<file path="src/rtl/dmem_arbiter.sv">
// rtl/dmem_arbiter.sv - CPU/loader arbiter for the shared single-port data memory
//
// Purpose: grants the single-port data memory to either the CPU load/store
// path or the external loader port. Each access holds mem_en for ACC_CYCLES
// cycles, then the winner gets a one-cycle ack, together with its read data
// if the access was a read.
//
// Parameters: AW address width, DW data width, ACC_CYCLES mem_en cycles per
// access (1..15).
//
// Ports:
//   clk, reset                 clock, asynchronous active-low reset
//   cpu_req/we/addr/wdata      CPU request; held until cpu_ack
//   cpu_ack, cpu_rdata         CPU completion pulse, last CPU read data
//   cpu_stall                  cpu_req & ~cpu_ack
//   ldr_req/we/addr/wdata      loader request; held until ldr_ack
//   ldr_ack, ldr_rdata         loader completion pulse, last loader read data
//   mem_en/we/addr/wdata       memory strobe, write enable, address, write data
//   mem_rdata                  memory read data, valid while mem_en is high
//   busy                       high whenever an access is in progress
//
// Configuration macro: MEM_ARB_FIXED_PRIO_EN. When it is defined the CPU
// always wins ties. When it is not defined, ties alternate round-robin.
module dmem_arbiter #(
  parameter int AW         = 8,
  parameter int DW         = 8,
  parameter int ACC_CYCLES = 1
) (
  input  logic          clk,
  input  logic          reset,
  input  logic          cpu_req,
  input  logic          cpu_we,
  input  logic [AW-1:0] cpu_addr,
  input  logic [DW-1:0] cpu_wdata,
  output logic          cpu_ack,
  output logic [DW-1:0] cpu_rdata,
  output logic          cpu_stall,
  input  logic          ldr_req,
  input  logic          ldr_we,
  input  logic [AW-1:0] ldr_addr,
  input  logic [DW-1:0] ldr_wdata,
  output logic          ldr_ack,
  output logic [DW-1:0] ldr_rdata,
  output logic          mem_en,
  output logic          mem_we,
  output logic [AW-1:0] mem_addr,
  output logic [DW-1:0] mem_wdata,
  input  logic [DW-1:0] mem_rdata,
  output logic          busy
);

  generate
    if (ACC_CYCLES < 1 || ACC_CYCLES > 15) begin : g_bad_acc_cycles
      $error("dmem_arbiter: ACC_CYCLES must be in 1..15");
    end
  endgenerate

  localparam logic       PORT_CPU = 1'b0;
  localparam logic       PORT_LDR = 1'b1;
  localparam logic [3:0] CNT_INIT = 4'(ACC_CYCLES - 1);

  typedef enum logic [1:0] {
    IDLE   = 2'd0,
    ACCESS = 2'd1,
    RESP   = 2'd2
  } state_t;

  state_t     state;
  state_t     state_nxt;
  logic [3:0] cnt;
  logic       last_grant;
  logic       cur_ldr;
  logic       any_req;
  logic       pick_ldr;

  assign any_req = cpu_req | ldr_req;

`ifdef MEM_ARB_FIXED_PRIO_EN
  // The loader wins only when the CPU is not asking.
  assign pick_ldr = ldr_req & ~cpu_req;
`else
  // On a tie, the port that was not served last time wins.
  assign pick_ldr = ldr_req & (~cpu_req | (last_grant == PORT_CPU));
`endif

  always_ff @(posedge clk or negedge reset) begin
    if (!reset) begin
      state <= IDLE;
    end else begin
      state <= state_nxt;
    end
  end

  always_comb begin
    state_nxt = state;
    case (state)
      IDLE:    if (any_req) state_nxt = ACCESS;
      ACCESS:  if (cnt == 4'd0) state_nxt = RESP;
      RESP:    state_nxt = IDLE;
      default: state_nxt = IDLE;
    endcase
  end

  // Registered memory interface, acks and read data. The winner's request
  // fields are latched at grant time. This keeps the memory stable even if the
  // requester drops req in the middle of the access.
  always_ff @(posedge clk or negedge reset) begin
    if (!reset) begin
      mem_en     <= 1'b0;
      mem_we     <= 1'b0;
      mem_addr   <= '0;
      mem_wdata  <= '0;
      cpu_ack    <= 1'b0;
      ldr_ack    <= 1'b0;
      cpu_rdata  <= '0;
      ldr_rdata  <= '0;
      cnt        <= 4'd0;
      cur_ldr    <= PORT_CPU;
      last_grant <= PORT_LDR;
    end else begin
      case (state)
        IDLE: begin
          if (any_req) begin
            cur_ldr    <= pick_ldr;
            last_grant <= pick_ldr;
            mem_en     <= 1'b1;
            mem_we     <= pick_ldr ? ldr_we    : cpu_we;
            mem_addr   <= pick_ldr ? ldr_addr  : cpu_addr;
            mem_wdata  <= pick_ldr ? ldr_wdata : cpu_wdata;
            cnt        <= CNT_INIT;
          end
        end
        ACCESS: begin
          if (cnt != 4'd0) begin
            cnt <= cnt - 4'd1;
          end else begin
            mem_en <= 1'b0;
            mem_we <= 1'b0;
            if (!mem_we) begin
              if (cur_ldr) ldr_rdata <= mem_rdata;
              else         cpu_rdata <= mem_rdata;
            end
            if (cur_ldr) ldr_ack <= 1'b1;
            else         cpu_ack <= 1'b1;
          end
        end
        RESP: begin
          cpu_ack <= 1'b0;
          ldr_ack <= 1'b0;
        end
        default: begin
          cpu_ack <= 1'b0;
          ldr_ack <= 1'b0;
        end
      endcase
    end
  end

  always_comb begin
    busy      = (state != IDLE);
    cpu_stall = cpu_req & ~cpu_ack;
  end

endmodule

</file>
<file path="config.mk">
export PLATFORM = sky130hd
export DESIGN_NAME = dmem_arbiter
export DESIGN_NICKNAME = d
export VERILOG_FILES = /design/src/rtl/dmem_arbiter.sv
export SDC_FILE = /design/constraint.sdc
export NUM_CORES = 1
export LEC_CHECK = 0
export BUFFER_PORTS_ARGS = -buffer_cell sky130_fd_sc_hd__buf_2
export CAP_MARGIN = 20
export CORE_ASPECT_RATIO = 1.75
export CORE_UTILIZATION = 51
export CTS_CLUSTER_SIZE = 28
export DETAILED_ROUTE_END_ITERATION = 6
export PLACE_DENSITY = 0.82
export SLEW_MARGIN = 20
export SYNTH_ARGS = -nofsm -noshare
export SYNTH_HDL_FRONTEND = slang
export SYNTH_SLANG_ARGS = --single-unit
</file>
<file path="constraint.sdc">
create_clock -name clk -period 4.49 [get_ports clk]
set_input_delay 0.898 -clock clk [delete_from_list [all_inputs] [get_ports clk]]
set_output_delay 0.898 -clock clk [all_outputs]
set_load 0.01 [all_outputs]
</file>
==> impl_results.html, run 1 <==
<table>
<tr><th>Metric</th><th>Value</th></tr>
<tr><th colspan="2">Timing</th></tr>
<tr><td>Final Hold Fails</td><td>0</td></tr>
<tr><td>Finish-stage setup viols</td><td>0</td></tr>
<tr><td>Worst slew margin relative to its limit</td><td>~34%</td></tr>
<tr><td>Post-Route Skew</td><td>~0.0041 ns</td></tr>
<tr><td>Slew @ Worst Pin</td><td>between 0.9 and 1 ns</td></tr>
<tr><td>Max-slew violations</td><td>0</td></tr>
<tr><td>Minimum clock period after layout</td><td>about 2.3 ns</td></tr>
<tr><td>Unrepaired setup endpoints after global routing</td><td>false</td></tr>
<tr><td>Period utilisation layout</td><td>roughly half</td></tr>
<tr><td>Setup TNS</td><td>0 ns</td></tr>
<tr><td>Min Hold Slack</td><td>0.497 ns</td></tr>
<tr><td>Max Clock Freq</td><td>approximately 0.43 GHz</td></tr>
<tr><th colspan="2">Cells and area</th></tr>
<tr><td>Signed area change from the synthesized netlist to the final layout</td><td>27.4%</td></tr>
<tr><td>Share of cells above drive strength 1</td><td>between 60% and 70%</td></tr>
<tr><td>Antenna diode instance count</td><td>0</td></tr>
<tr><td>Total area of multi-input combinational cells</td><td>between 800 and 900 um^2</td></tr>
<tr><td>Fillers</td><td>296</td></tr>
<tr><td>Nets</td><td>270</td></tr>
<tr><td>Sequential cell area</td><td>around 1100 um^2</td></tr>
<tr><th colspan="2">Yosys</th></tr>
<tr><td>Number of warning messages in the yosys log</td><td>0</td></tr>
<tr><td>FF+latch count, synth</td><td>44</td></tr>
<tr><td>Number of flops mapped to enable cells by yosys</td><td>0</td></tr>
<tr><td>Post-synthesis net count</td><td>186</td></tr>
<tr><td>Top-area cell type share of the netlist area</td><td>53.9%</td></tr>
<tr><td>Cells after Synth</td><td>approximately 140</td></tr>
<tr><td>Most frequent cells after synthesis</td><td>dfrtp_1, mux2_2, mux2_4, o21ai_0, nor2_1</td></tr>
<tr><td>Sequential-to-total area share from yosys stat</td><td>55.2%</td></tr>
<tr><td>Syn Area/Cell</td><td>~14 um^2</td></tr>
<tr><td>Ys async rst share</td><td>100%</td></tr>
<tr><td>Count of cell types in the netlist</td><td>27</td></tr>
<tr><td>Most repeated cell in the gate-level netlist after synthesis</td><td>dfrtp_1</td></tr>
<tr><td>Dominant cell type by area after synthesis</td><td>dfrtp_1</td></tr>
<tr><td>Post-synthesis instance area</td><td>2000 um^2</td></tr>
<tr><td>Predominant post-synthesis flop cell</td><td>dfrtp_1</td></tr>
<tr><td>Synth top area cells</td><td>dfrtp_1, mux2_2, mux2_4</td></tr>
<tr><th colspan="2">GRT</th></tr>
<tr><td>Overall track demand over capacity in global routing</td><td>between 10% and 20%</td></tr>
<tr><td>First-pass GRT wire length</td><td>a little over 6 mm</td></tr>
<tr><td>Vias in the first global route</td><td>~1500</td></tr>
<tr><td>Maximum number of pins on one net before global-route repair</td><td>between 40 and 50</td></tr>
<tr><td>Overflow left after global routing</td><td>0</td></tr>
<tr><td>Initial antenna violation count</td><td>0</td></tr>
<tr><th colspan="2">Routing</th></tr>
<tr><td>Number of vias per cell after detailed routing</td><td>about 5.2</td></tr>
<tr><td>Sum of routed wire length over all layers</td><td>between 3 and 4 mm</td></tr>
<tr><td>DRT Pass-1 Iters</td><td>2</td></tr>
<tr><td>Average wire per cell in the routed design</td><td>~14 um</td></tr>
<tr><td>Residual DRC</td><td>0</td></tr>
<tr><td>DRT iter0 DRCs</td><td>12</td></tr>
<tr><td>Final ANT Viol Nets</td><td>0</td></tr>
<tr><td>Vias after detailed routing</td><td>between 1000 and 1500</td></tr>
<tr><th colspan="2">Clock network</th></tr>
<tr><td># hold bufs at CTS</td><td>0</td></tr>
<tr><td>CTS tree</td><td>built</td></tr>
<tr><td>Clock latency of the later-clocked register in the worst-skew pair</td><td>around 0.3 ns</td></tr>
<tr><td>TritonCTS Buffers</td><td>5</td></tr>
<tr><td>Clock Tree Buf Depth</td><td>2</td></tr>
<tr><td>Clock root cell</td><td>clkbuf_8</td></tr>
<tr><td>Post-CTS setup-driven buffer insertion count</td><td>0</td></tr>
<tr><td>Number of H-tree levels</td><td>2</td></tr>
<tr><td>Number of gates resized after cts</td><td>0</td></tr>
<tr><td>Number of clock sinks</td><td>between 40 and 50</td></tr>
<tr><td>Clock transition at the registers of the reported paths</td><td>about 0.08 ns</td></tr>
<tr><th colspan="2">Power</th></tr>
<tr><td>Cell area power density</td><td>711 nW/um^2</td></tr>
<tr><td>Proportion of power drawn by combinational gates</td><td>around 44%</td></tr>
<tr><td>Internal</td><td>roughly 1.2 mW</td></tr>
<tr><td>Net switching component of the power</td><td>between 0.6 and 0.7 mW</td></tr>
<tr><td>Cell leakage power</td><td>1.25 nW</td></tr>
<tr><td>VDD IR max</td><td>around 0.00046 V</td></tr>
<tr><td>Sequential share of power</td><td>39.5%</td></tr>
<tr><td>Sw frac</td><td>about a third</td></tr>
<tr><td>Clock network fraction of total power</td><td>roughly 16%</td></tr>
<tr><th colspan="2">Critical path</th></tr>
<tr><td>Depth of the most critical reg-to-reg path</td><td>5</td></tr>
<tr><td>Reg2reg setup slack</td><td>2.32 ns</td></tr>
<tr><td>Critical Path Start Type</td><td>input port</td></tr>
<tr><td>Critical path start-end classification</td><td>input port to register</td></tr>
<tr><td>Required arrival time at the worst endpoint</td><td>around 4.7 ns</td></tr>
<tr><td>Setup crit end kind</td><td>register</td></tr>
<tr><td>Worst r2r dst</td><td>ldr_rdata[1]</td></tr>
<tr><td>Arrival time at the worst endpoint</td><td>2.50 ns</td></tr>
<tr><td>Reg2Reg Launch Point</td><td>cnt[0]</td></tr>
<tr><td>Crit Path Max Fanout</td><td>19</td></tr>
<tr><th colspan="2">Flow run</th></tr>
<tr><td>MaxCap Viol Count</td><td>0</td></tr>
<tr><th colspan="2">Floorplan</th></tr>
<tr><td>Area of the core region</td><td>3700 um^2</td></tr>
<tr><td>Rows</td><td>29</td></tr>
<tr><td>Top-level port count</td><td>84</td></tr>
<tr><td>Die area</td><td>4180 um^2</td></tr>
<tr><td>Chip Height</td><td>84.8 um</td></tr>
<tr><td>Initial Util</td><td>between 50% and 60%</td></tr>
<tr><td>DIE WIDTH</td><td>49.3 um</td></tr>
<tr><th colspan="2">Placement</th></tr>
<tr><td>Routability-driven placement congestion ratio</td><td>0.774</td></tr>
<tr><td>Input/output buffers</td><td>83</td></tr>
<tr><td>DPL Wire Length</td><td>2.90 mm</td></tr>
<tr><th colspan="2">Min path</th></tr>
<tr><td>Worst min-delay path endpoint</td><td>mem_addr[1]</td></tr>
<tr><td>Type of the most critical hold path</td><td>register to register</td></tr>
<tr><td>Number of cells on the worst hold path</td><td>1</td></tr>
<tr><td>HP Start</td><td>mem_addr[1]</td></tr>
<tr><th colspan="2">Outcome</th></tr>
<tr><td>Result of the run</td><td>finished clean</td></tr>
</table>
power by group through the flow:
stage / sequential [mW] / clock [mW] / combinational (mW)
finish: 0.714 / 0.297 / 0.798
global route: 0.743 / 0.318 / 0.870
CTS: 0.717 / 0.302 / 0.813
detailed placement: 0.722 / 0 / 0.808
global placement: 0.716 / 0 / 0.784
floorplan: 0.789 / 0 / 0.477
stage by stage:
stage	util, %	instance area, um^2	cells	worst slack, ns	power (mW)
after floorplan	-	2000	138	2.13	1.27
after global placement	65.8	2430	261	1.90	1.50
after detailed placement	65.8	2430	261	1.86	1.53
after CTS	68.8	2540	269	2.17	1.83
after global routing	68.8	2540	269	2.12	1.93
final	68.8	2540	269	2.18	1.81
layout make-up:
type	count	area share, %
timing repair buffer	83	16.3
inverter	3	0.442
clock inverter	3	1.67
tap	46	2.26
sequential	44	43.3
multi-input combinational	85	33.3
clock buffer	5	2.70
worst max-delay path by stage:
| stage | start | to | slack (ns) | cells after the start |
|---|---|---|---|---|
| after global placement | cpu_req | mem_addr[1] | 1.90 | 4 |
| after floorplan | ldr_req | mem_addr[2] | 2.13 | 5 |
| after detailed placement | cpu_req | mem_addr[1] | 1.86 | 4 |
| final | cpu_req | mem_addr[1] | 2.18 | 4 |
| after CTS | cpu_req | mem_addr[1] | 2.17 | 4 |
| after global routing | cpu_req | mem_addr[1] | 2.12 | 4 |
registers in the layout, indices dropped and copies added (netlist names):
name and count:
ldr_ack 1, mem_wdata 8, mem_addr 8, mem_we 1, cpu_rdata 8, last_grant 1, cnt 4, ldr_rdata 8
cpu_ack 1, mem_en 1, cur_ldr 1, state 2
per-layer routing:
metal,GRT usage [%],routed length [um],up-vias
met5,0,0,-
met1,19.8,1440,662
met3,4.89,271,8
met4,10.4,91,0
met2,36.7,1980,67
li1,-,-,665
critical path, cell delays in order:
cell	delay, ns
buf_2	0.11
a21boi_2	0.77
mux2_2	0.41
mux2_1	0.30
logic make-up after synthesis:
logic type	after synthesis	synth area share, %
AO/OA/AOI/OAI	11	3.26
AND/OR/NAND/NOR	18	5.95
buffers and inverters	9	2.63
multiplexers	54	31.7
flip-flops	44	55.2
adder cells (fa/ha/maj)	2	1.25
cells in the final DEF (no fill, tap or decap), types with 2 or more instances in the layout:
cell type   n
inv_1       3
o21ai_0     6
clkbuf_8    5
nor2b_1     2
mux2_4      8
nor2_1      5
mux2i_1     3
nand3_1     3
ha_1        2
mux2_2     42
a31oi_1     2
buf_2      83
dfrtp_1    43
(Power assumes the default switching activity.)
==> inputs of run 2 (changes only) <==
--- a/config.mk
+++ b/config.mk
@@ -8,10 +8,10 @@
 export BUFFER_PORTS_ARGS = -buffer_cell sky130_fd_sc_hd__buf_2
 export CAP_MARGIN = 20
 export CORE_ASPECT_RATIO = 1.75
-export CORE_UTILIZATION = 51
+export CORE_UTILIZATION = 43
 export CTS_CLUSTER_SIZE = 28
 export DETAILED_ROUTE_END_ITERATION = 6
-export PLACE_DENSITY = 0.82
+export PLACE_DENSITY = 0.74
 export SLEW_MARGIN = 20
 export SYNTH_ARGS = -nofsm -noshare
 export SYNTH_HDL_FRONTEND = slang
==> constraint.sdc (replaced) <==
create_clock -name clk -period 1.9 [get_ports clk]
set_input_delay 0.38 -clock clk [delete_from_list [all_inputs] [get_ports clk]]
set_output_delay 0.38 -clock clk [all_outputs]
set_load 0.01 [all_outputs]
==> impl_results.html, run 2 (synthesized netlist as in run 1, its figures left out) <==
<table>
<tr><th>Metric</th><th>Value</th></tr>
<tr><th colspan="2">Outcome</th></tr>
<tr><td>Result of the run</td><td>finished with violations</td></tr>
<tr><td>Violations in the final reports</td><td>setup timing</td></tr>
<tr><th colspan="2">Cells and area</th></tr>
<tr><td>Commonest non-fill, non-tap cell in the layout</td><td>buf_2</td></tr>
<tr><td>Fillers</td><td>~380</td></tr>
<tr><td>Antenna diode instance count</td><td>0</td></tr>
<tr><td>Nets</td><td>between 200 and 300</td></tr>
<tr><td>Signed area change from the synthesized netlist to the final layout</td><td>34.9%</td></tr>
<tr><td>Most frequent cells in the layout</td><td>buf_2, dfrtp_1, mux2_2</td></tr>
<tr><td>Filler-free cell count of the finished design</td><td>between 200 and 300</td></tr>
<tr><td>Share of cells above drive strength 1</td><td>around 69%</td></tr>
<tr><td>Cell area after layout</td><td>roughly 2700 um^2</td></tr>
<tr><td>Sequential cell area</td><td>1100 um^2</td></tr>
<tr><td>Total area of multi-input combinational cells</td><td>862 um^2</td></tr>
<tr><th colspan="2">Clock network</th></tr>
<tr><td>Clock root cell</td><td>clkbuf_8</td></tr>
<tr><td>Number of H-tree levels</td><td>2</td></tr>
<tr><td>Clock transition at the registers of the reported paths</td><td>0.08 ns</td></tr>
<tr><td>Number of clock sinks</td><td>44</td></tr>
<tr><td># hold bufs at CTS</td><td>0</td></tr>
<tr><td>CTS tree</td><td>built</td></tr>
<tr><td>TritonCTS Buffers</td><td>5</td></tr>
<tr><td>Clock latency of the later-clocked register in the worst-skew pair</td><td>between 0.2 and 0.3 ns</td></tr>
<tr><td>Clock Tree Buf Depth</td><td>2</td></tr>
<tr><th colspan="2">Timing</th></tr>
<tr><td>Max-slew violations</td><td>0</td></tr>
<tr><td>Worst slew margin relative to its limit</td><td>69.0%</td></tr>
<tr><td>Max Clock Freq</td><td>0.503 GHz</td></tr>
<tr><td>Minimum clock period after layout</td><td>1.99 ns</td></tr>
<tr><td>Unrepaired setup endpoints after global routing</td><td>true</td></tr>
<tr><td>Setup TNS</td><td>-0.997 ns</td></tr>
<tr><td>Finish-stage setup viols</td><td>16</td></tr>
<tr><td>Final critical-path setup slack</td><td>-0.0886 ns</td></tr>
<tr><td>Slew @ Worst Pin</td><td>about 0.46 ns</td></tr>
<tr><td>Period utilisation layout</td><td>105%</td></tr>
<tr><td>Final Hold Fails</td><td>0</td></tr>
<tr><td>Post-Route Skew</td><td>0.00366 ns</td></tr>
<tr><th colspan="2">Critical path</th></tr>
<tr><td>Arrival time at the worst endpoint</td><td>between 2 and 2.5 ns</td></tr>
<tr><td>Required arrival time at the worst endpoint</td><td>between 2 and 2.5 ns</td></tr>
<tr><td>Setup crit end kind</td><td>register</td></tr>
<tr><td>Depth of the most critical reg-to-reg path</td><td>5</td></tr>
<tr><td>Crit Path Max Fanout</td><td>8</td></tr>
<tr><td>Critical path start-end classification</td><td>register to register</td></tr>
<tr><td>Critical Path Start Type</td><td>register</td></tr>
<tr><th colspan="2">Routing</th></tr>
<tr><td>Vias after detailed routing</td><td>between 1000 and 1500</td></tr>
<tr><td>Sum of routed wire length over all layers</td><td>approximately 4 mm</td></tr>
<tr><td>Number of vias per cell after detailed routing</td><td>between 5 and 6</td></tr>
<tr><td>Residual DRC</td><td>0</td></tr>
<tr><td>Average wire per cell in the routed design</td><td>around 14 um</td></tr>
<tr><td>DRT iter0 DRCs</td><td>14</td></tr>
<tr><td>DRT Pass-1 Iters</td><td>4</td></tr>
<tr><td>Final ANT Viol Nets</td><td>0</td></tr>
<tr><th colspan="2">Placement</th></tr>
<tr><td>DPL Wire Length</td><td>3.07 mm</td></tr>
<tr><td>Dpl ws</td><td>-0.0574 ns</td></tr>
<tr><td>Routability-driven placement congestion ratio</td><td>~0.77</td></tr>
<tr><td>Input/output buffers</td><td>83</td></tr>
<tr><td>Post-placement cell area</td><td>between 2000 and 3000 um^2</td></tr>
<tr><td>DP Cell Count</td><td>between 200 and 300</td></tr>
<tr><th colspan="2">GRT</th></tr>
<tr><td>First-pass GRT wire length</td><td>between 6 and 7 mm</td></tr>
<tr><td>Overall track demand over capacity in global routing</td><td>between 10% and 20%</td></tr>
<tr><td>Vias in the first global route</td><td>1525</td></tr>
<tr><td>Maximum number of pins on one net before global-route repair</td><td>22</td></tr>
<tr><td>Overflow left after global routing</td><td>0</td></tr>
<tr><td>Initial antenna violation count</td><td>0</td></tr>
<tr><th colspan="2">Floorplan</th></tr>
<tr><td>Rows</td><td>32</td></tr>
<tr><td>Area of the core region</td><td>between 4000 and 5000 um^2</td></tr>
<tr><td>Chip Height</td><td>~92 um</td></tr>
<tr><td>Top-level port count</td><td>84</td></tr>
<tr><td>Die area</td><td>4930 um^2</td></tr>
<tr><td>Initial Util</td><td>approximately 45%</td></tr>
<tr><td>DIE WIDTH</td><td>~54 um</td></tr>
<tr><th colspan="2">Power</th></tr>
<tr><td>Cell area power density</td><td>1680 nW/um^2</td></tr>
<tr><td>Cell leakage power</td><td>about 1.3 nW</td></tr>
<tr><td>VDD IR max</td><td>approximately 0.0014 V</td></tr>
<tr><th colspan="2">Min path</th></tr>
<tr><td>Type of the most critical hold path</td><td>input port to asynchronous set/reset pin</td></tr>
<tr><th colspan="2">Flow run</th></tr>
<tr><td>MaxCap Viol Count</td><td>0</td></tr>
</table>
run 2: area by class of cell:
cell class	count	area share, %
clock buffer	6	2.69
clock inverter	2	1.30
inverter	3	0.418
multi-input combinational	85	32.0
sequential	44	40.9
tap	51	2.37
timing repair buffer	97	20.4
run 2: power breakdown:
part           switching, mW  internal, mW
Clock                  0.311         0.390
Combinational          0.952          1.19
Sequential             0.272          1.42
run 2: path summary, 6_finish.rpt:
check	slack, ns	start	endpoint
max	-0.09	cnt[0]	ldr_rdata[6]
min	0.03	reset	mem_wdata[2]
max reg2reg	-0.09	cnt[0]	ldr_rdata[6]
min reg2reg	0.49	state[1]	ldr_ack
max in group asynchronous	1.32	reset	cpu_rdata[7]
min in group clk	0.33	mem_rdata[4]	ldr_rdata[4]
run 2: critical path, cell delays in order, from the launching register on:
cell     delay, ns
dfrtp_1       0.40
inv_2         0.10
ha_4          0.14
or3b_4        0.37
or4_4         0.53
mux2_4        0.34
run 2: what timing repair did:
item | 4_1_cts | 5_1_grt
pin swaps | 0 | 0
setup buffers | 1 | 1
gates cloned | 0 | 0
gates resized for setup | 4 | 1
setup endpoints to repair | 16 | 16
run 2: stage by stage:
step | util [%] | power (mW) | hold slack [ns]
after floorplan | - | 2.99 | 0.0844
after global placement | 57.5 | 3.73 | 0.356
after detailed placement | 57.5 | 3.81 | 0.352
after CTS | 60.5 | 4.58 | 0.0319
after global routing | 60.7 | 4.85 | 0.0592
final | 60.7 | 4.54 | 0.0289
run 2: metal layers:
layer  track usage (%)  part of all wire (%)
met5                 0                     0
met2              31.5                    52
met1              21.6                    40
met3              3.98                   5.9
met4              8.11                   2.3
